==> src/rtl/pulse_stretch_pkg.sv <==
// Shared types and constants for the LED pulse stretcher.
// State encoding plus the derivation of the phase-timer width.
package pulse_stretch_pkg;

    typedef enum logic [1:0] {
        ST_IDLE = 2'd0,
        ST_ON   = 2'd1,
        ST_GAP  = 2'd2
    } state_t;

    function automatic int max_int(input int a, input int b);
        return (a > b) ? a : b;
    endfunction

    // Timer must hold values up to max(HOLD,GAP)-1.
    function automatic int cnt_width(input int hold, input int gap);
        return $clog2(max_int(hold, gap) + 1);
    endfunction

endpackage

==> src/rtl/pulse_stretch.sv <==
// Purpose: stretch 1-cycle events into fixed-length LED flashes with a dark gap, queueing repeats.
// Latency: event in IDLE -> led high on the next clock edge; queued events replay after each gap.
// Backpressure: none upstream; excess events saturate the pending counter and set sticky overflow.
module pulse_stretch
    import pulse_stretch_pkg::*;
#(
    parameter int HOLD   = 5000000,
    parameter int GAP    = 2500000,
    parameter int PEND_W = 4
) (
    input  logic              clock,
    input  logic              reset,
    input  logic              evt,
    input  logic              clear,
    output logic              led,
    output logic              busy,
    output logic [PEND_W-1:0] pending,
    output logic              overflow
);

    localparam int                CNT_W     = cnt_width(HOLD, GAP);
    localparam logic [CNT_W-1:0]  HOLD_LAST = CNT_W'(HOLD - 1);
    localparam logic [CNT_W-1:0]  GAP_LAST  = CNT_W'(GAP - 1);
    localparam logic [PEND_W-1:0] PEND_MAX  = '1;

    state_t              state, state_nxt;
    logic [CNT_W-1:0]    timer, timer_nxt;
    logic [PEND_W-1:0]   pending_nxt;
    logic                overflow_nxt;
    logic                queue_evt;

    always_ff @(posedge clock or posedge reset) begin
        if (reset) begin
            state    <= ST_IDLE;
            timer    <= '0;
            pending  <= '0;
            overflow <= 1'b0;
            led      <= 1'b0;
            busy     <= 1'b0;
        end else begin
            state    <= state_nxt;
            timer    <= timer_nxt;
            pending  <= pending_nxt;
            overflow <= overflow_nxt;
            led      <= (state_nxt == ST_ON);
            busy     <= (state_nxt != ST_IDLE);
        end
    end

    always_comb begin
        state_nxt    = state;
        timer_nxt    = timer;
        pending_nxt  = pending;
        overflow_nxt = overflow;
        queue_evt    = 1'b0;

        case (state)
            ST_IDLE: begin
                if (evt) begin
                    state_nxt = ST_ON;
                    timer_nxt = '0;
                end
            end
            ST_ON: begin
                queue_evt = evt;
                if (timer == HOLD_LAST) begin
                    state_nxt = ST_GAP;
                    timer_nxt = '0;
                end else begin
                    timer_nxt = timer + CNT_W'(1);
                end
            end
            ST_GAP: begin
                if (timer == GAP_LAST) begin
                    timer_nxt = '0;
                    // An event on the final gap cycle either starts the flash directly
                    // or takes the slot freed by the replayed one, so it is never dropped.
                    if (pending != '0) begin
                        state_nxt   = ST_ON;
                        pending_nxt = pending - PEND_W'(1) + PEND_W'(evt);
                    end else if (evt) begin
                        state_nxt = ST_ON;
                    end else begin
                        state_nxt = ST_IDLE;
                    end
                end else begin
                    timer_nxt = timer + CNT_W'(1);
                    queue_evt = evt;
                end
            end
            default: begin
                state_nxt = ST_IDLE;
                timer_nxt = '0;
            end
        endcase

        if (queue_evt) begin
            if (pending == PEND_MAX) begin
                overflow_nxt = 1'b1;
            end else begin
                pending_nxt = pending + PEND_W'(1);
            end
        end

        if (clear) begin
            pending_nxt  = '0;
            overflow_nxt = 1'b0;
        end
    end

endmodule

==> config.mk <==
export PLATFORM = sky130hd
export DESIGN_NAME = pulse_stretch
export DESIGN_NICKNAME = d
export VERILOG_FILES = /design/src/rtl/pulse_stretch_pkg.sv /design/src/rtl/pulse_stretch.sv
export SDC_FILE = /design/constraint.sdc
export NUM_CORES = 1
export LEC_CHECK = 0
export ABC_AREA = 0
export BUFFER_PORTS_ARGS = -buffer_cell sky130_fd_sc_hd__buf_4
export CAP_MARGIN = 0
export CORE_MARGIN = 3
export CORE_UTILIZATION = 40
export DETAILED_ROUTE_END_ITERATION = 16
export MAX_ROUTING_LAYER = met4
export PLACE_DENSITY_LB_ADDON = 0.2
export SLEW_MARGIN = 40
export SYNTH_ARGS = -nofsm -noshare
export SYNTH_HDL_FRONTEND = slang
export SYNTH_SLANG_ARGS = --single-unit
==> constraint.sdc <==
create_clock -name clock -period 1.9 [get_ports clock]
set_input_delay 0.38 -clock clock [delete_from_list [all_inputs] [get_ports clock]]
set_output_delay 0.38 -clock clock [all_outputs]
set_load 0.005 [all_outputs]
======== Word level (Yosys, flattened, before mapping) ========
Cells that the tools add are included.
storage, ports and cells
  input port bits ......................... 4
  output and inout bits ................... 7
  register bits ........................... 32
  logic and storage cells ................. 44
cells by class
  multiplexer cells ....................... 21
  add/subtract/negate cells ............... 4
  reduce and logical (&&, ||, !) cells .... 6
  equality and inequality tests ........... 7
operators by type and width
  operator                                           number
  two-way mux 23 bit                                 3
  case mux 23 bit (3 select lines)                   1
  two-way mux 4 bit                                  6
  adder 23 x 1 -> 23 bit (second input constant)     1
  == test 23 x 22 -> 1 bit (second input constant)   1
  == test 23 bit (second input constant)             1
  two-way mux 1 bit                                  6
  two-way mux 2 bit                                  3
  case mux 2 bit (3 select lines)                    1
  nonzero test 2 bit                                 3
  adder 4 x 1 -> 4 bit                               1
  adder 4 x 1 -> 4 bit (second input constant)       1
  == test 2 x 1 -> 1 bit (second input constant)     2
  == test 4 bit (second input constant)              1
  nonzero test 4 bit                                 1
  subtractor 4 x 1 -> 4 bit (second input constant)  1
  == test 2 bit (second input constant)              1
  logical NOT 2 bit                                  1
  inequality test 2 bit (second input constant)      1
  case mux 1 bit (2 select lines)                    1
  AND reduction 2 bit                                1

======== Longest topological paths before layout ========
  depth in word-level cells ............... 8
  gate-level depth with buffers ........... 10
  gate-level depth less buffers ........... 8

======== Worst setup path after synthesis ========
Ideal clock, no wire load.
  path kind ............................... reg-to-reg
  from .................................... reg timer[13]
  to ...................................... reg timer[10]
  stages on the path, launching flop included .. 10
  arrival ................................. 1.916 ns
  slack ................................... -0.135 ns
  clock period less this slack ............ 2.035 ns
  library setup time ...................... 0.119 ns
  buffers on the path ..................... 3
  required time ........................... 1.781 ns
  cell sequence ........................... dfrtp_1 buf_6 or4b_1 nor4_2 a21oi_1 o21ai_2 and2_1 buf_6 buf_12 nor2_1
between the ends
  word-level cells in the longest chain between the ends .. 3
  elaborated cells between the ends (all ways) .. 5
  those cells by class .................... 2 x eq/ne; 3 x mux
RTL lines
  element                                                     line                                      text
  start: declaration                                          pulse_stretch.sv:27                       logic [CNT_W-1:0] timer, timer_nxt;
  start signal: assignment                                    pulse_stretch.sv:42                       timer <= timer_nxt;
  == test 23 x 22 -> 1 bit or == test 23 bit (tied branches)  pulse_stretch.sv:74, pulse_stretch.sv:66
  two-way mux 23 bit (on tied branches)                       pulse_stretch.sv:74, pulse_stretch.sv:66
  case mux 23 bit (3 select lines) (*)                        pulse_stretch.sv:57                       case (state)
Every way passes the cells marked *; elsewhere a longest branch is shown, timed or not.
A chain may end at the register's enable or synchronous reset.

======== Worst setup path after layout ========
  from .................................... reg timer[10]
  to ...................................... reg timer[18]
between the ends
  word-level cells in the longest chain between the ends .. 3
  elaborated cells between the ends (all ways) .. 6
  those cells by class .................... 1 x add/sub; 2 x eq/ne; 3 x mux
RTL lines
  element                                         line
  adder 23 x 1 -> 23 bit (tied with other cells)  pulse_stretch.sv:70, pulse_stretch.sv:87
  two-way mux 23 bit (on tied branches)           pulse_stretch.sv:74, pulse_stretch.sv:66
  case mux 23 bit (3 select lines) (*)            pulse_stretch.sv:57
Marks and branches as above.

==> flow_metrics.py <==
metrics = {
    "setup_path": {
        "worst-path-buf-inv": 1,
        "arrival_ns": 2.13,
        "crit_chain": "or4b_4 > nor4_4 > a21oi_2 > o21ai_2 > and2_4 > buf_12 > nor2_1",
        "startpoint_type": "register",
        "slowest_delay_ns": 0.54,
        "critPathMaxFanout": 15,
        "crit_path_top_delay_cell": "or4b_4",
        "end_kind": "register",
        "cp.required_ns": 2.07,
        "cp_top_family": "simple AND/OR/NAND/NOR gates",
        "criticalPathCategory": "register to register",
    },
    "outcome": {
        "status": "finished with violations",
        "violations": "setup timing",
    },
    "synth": {
        "synth_top_area_share_pct": 39.2,
        "yosysTopAreaCell": "dfrtp_1",
        "synth-warning-count": 0,
        "seq_area_frac_synth_pct": 39.2,
        "synth.cell_area_um2": 2040,
        "synth_cells": 223,
        "synthArstFlopShare_pct": 100,
        "synth_seq_cells": 32,
        "synth.distinct_cells": 47,
        "synth_nets": 236,
        "synth.most_common_cell": "dfrtp_1",
        "synth_edf_count": 0,
        "avgSynthCellArea_um2": 9.16,
        "synth_ff_type": "dfrtp_1",
        "synth.top_cells.by_count": "dfrtp_1, nor2_1, nand2_1",
        "synth_top_cells_by_area": "dfrtp_1, ha_1, xor2_1, nor2_1, nand2_1",
    },
    "sta": {
        "min_period_ns": 1.96,
        "hold_viol_final": 0,
        "fin_ws_ns": -0.0605,
        "finClkSkew_ns": 0.00658,
        "hold_ws_ns": 0.0948,
        "tightest_slew_ns": 0.439,
        "rsz0062_at_grt": "true",
        "finalCritPeriodShare_pct": 103,
        "fmax_mhz": 510,
        "max-slew-margin-rel_pct": 70.7,
        "drv_slew": 0,
        "setup_viol": 20,
    },
    "detailed_routing": {
        "vias": 1821,
        "wire_per_inst_um": 13.3,
        "dr.pass1.iters": 4,
        "route.detailed.drc": 0,
        "via_per_inst": 5.09,
        "antenna_left": 0,
        "wl_um": 4770,
        "drtIter0Drc": 84,
    },
    "pwr": {
        "ir_drop_v": 0.000415,
        "p_leak_nw": 1.31,
        "switchingPower_mw": 0.744,
        "clockPowerShare_pct": 23.0,
        "power.share.sequential_pct": 34.9,
        "power_density_nw_per_um2": 772,
        "p_int_mw": 1.45,
        "swShare_pct": 33.9,
        "pwr-share-comb_pct": 42.1,
    },
    "cts": {
        "h-tree-depth": 2,
        "clk_latency_ns": 0.28,
        "numCtsBuffers": 5,
        "clockBufferDepth": 2,
        "cts_sinks": 32,
        "cts_hold_buf": 0,
        "clkTransAtPathRegs_ns": 0.07,
        "cts_tree": "done",
        "root_buffer": "clkbuf_8",
    },
    "cells_and_area": {
        "fin_util_pct": 59.0,
        "n_antenna_cell": 0,
        "area_growth_pct": 39.1,
        "nNetsFinal": 303,
        "drive_above_1_share_pct": 39.2,
    },
    "global_routing": {
        "grt_pass1_vias": 1792,
        "grt_pass1_wl_um": 8310,
        "antenna_found_initial": 0,
        "grt_max_degree": 24,
        "grt-ovfl-total": 0,
        "track_usage_pct": 17.7,
    },
    "die": {
        "die-width_um": 77.5,
        "rows": 25,
        "die_y_um": 77.5,
        "initial_core_util_pct": 42.4,
        "core-area_um2": 4820,
        "pin_count": 11,
        "dieArea_um2": 6000,
    },
    "placement": {
        "hpwl_um": 3620,
        "port_buffers": 10,
        "gp_congestion": 0.797,
    },
    "run": {
        "maxCapViolations": 0,
    },
    "worst_hold_path": {
        "min_path_type": "primary input to async pin",
    },
}
-- cells by family (layout without fill, tap and decap cells) --
logic type | Yosys count | in the layout | share of synthesized area (%)
compound gates | 28 | 28 | 9.00
xor+xnor | 16 | 16 | 6.86
fa+ha+maj | 9 | 9 | 5.51
buf+inv | 19 | 87 | 5.63
flops | 32 | 32 | 39.2
mux | 7 | 7 | 3.49
simple gates | 112 | 112 | 30.3
-- flip-flops by register name, indices dropped and copies added, names as in the netlist --
| signal | count |
|---|---|
| pending | 4 |
| led | 1 |
| timer | 23 |
| busy | 1 |
| overflow | 1 |
| state | 2 |
-- per-stage QoR --
step / TNS (ns) / setup slack, ns / instance area (um^2) / power, mW / instances
2_1_floorplan: -0.629 / -0.0612 / 2080 / 1.29 / 223
3_3_place_gp: -1.79 / -0.111 / 2600 / 1.61 / 346
3_5_place_dp: -2.07 / -0.119 / 2600 / 1.62 / 346
4_1_cts: -0.712 / -0.0527 / 2730 / 2.16 / 355
5_1_grt: -4.44 / -0.198 / 2840 / 2.36 / 358
6_report: -0.927 / -0.0605 / 2840 / 2.20 / 358
-- worst paths after layout --
check,startpoint,to,slack (ns),cells after the start
setup reg to reg,timer[10]$_DFFE_PP0P_,timer[18]$_DFFE_PP0P_,-0.06,7
max in group asynchronous,reset,timer[19]$_DFFE_PP0P_,1.33,3
hold reg to reg,overflow$_DFFE_PP0P_,overflow$_DFFE_PP0P_,0.60,2
setup / recovery,timer[10]$_DFFE_PP0P_,timer[18]$_DFFE_PP0P_,-0.06,7
min in group clock,clear,pending[3]$_DFF_PP0_,0.29,2
hold / removal,reset,busy$_DFF_PP0_,0.09,2
-- cells in the final DEF, fill, tap and decap left out, types with 4 or more instances in the layout --
master | Yosys | routed
buf_4 | 1 | 63
buf_6 | 3 | 4
clkbuf_8 | 0 | 5
dfrtp_1 | 32 | 31
ha_1 | 9 | 7
inv_1 | 9 | 9
mux2i_1 | 6 | 6
nand2_1 | 19 | 16
nand3_1 | 14 | 14
nand4_1 | 8 | 8
nor2_1 | 26 | 25
nor2_2 | 8 | 9
nor3_1 | 9 | 7
o21ai_0 | 7 | 5
xnor2_1 | 4 | 4
xor2_1 | 12 | 12
-- repair_timing --
action,CTS,global route
pin swaps,1,9
cloned,0,0
gates resized for setup,10,18
hold endpoints to repair,0,0
setup buffers,1,3
endpoints found under the setup margin,23,29
-- metal layers --
| layer | track usage, % | part of all wire (%) |
|---|---|---|
| met2 | 28.0 | 48 |
| met4 | 5.34 | 1.2 |
| met5 | - | 0 |
| met3 | 3.48 | 2.3 |
| met1 | 23.0 | 48 |
-- layout make-up --
cell class                      count  area [um^2]
Timing Repair Buffer               70          578
Sequential cell                    32          802
Tap cell                           67         83.8
Fill cell                         444         1970
Clock inverter                      1         5.00
Clock buffer                        7         76.3
Inverter                            9         33.8
Multi-Input combinational cell    172         1260
-- power by group through the flow --
stage               registers, mW  clock network (mW)  logic, mW
finish                      0.765               0.505      0.925
global route                0.773               0.566       1.02
CTS                         0.766               0.525      0.869
detailed placement          0.779                   0      0.843
global placement            0.776                   0      0.837
floorplan                   0.794                   0      0.501
Note: power is estimated with default switching activity, not from simulation.
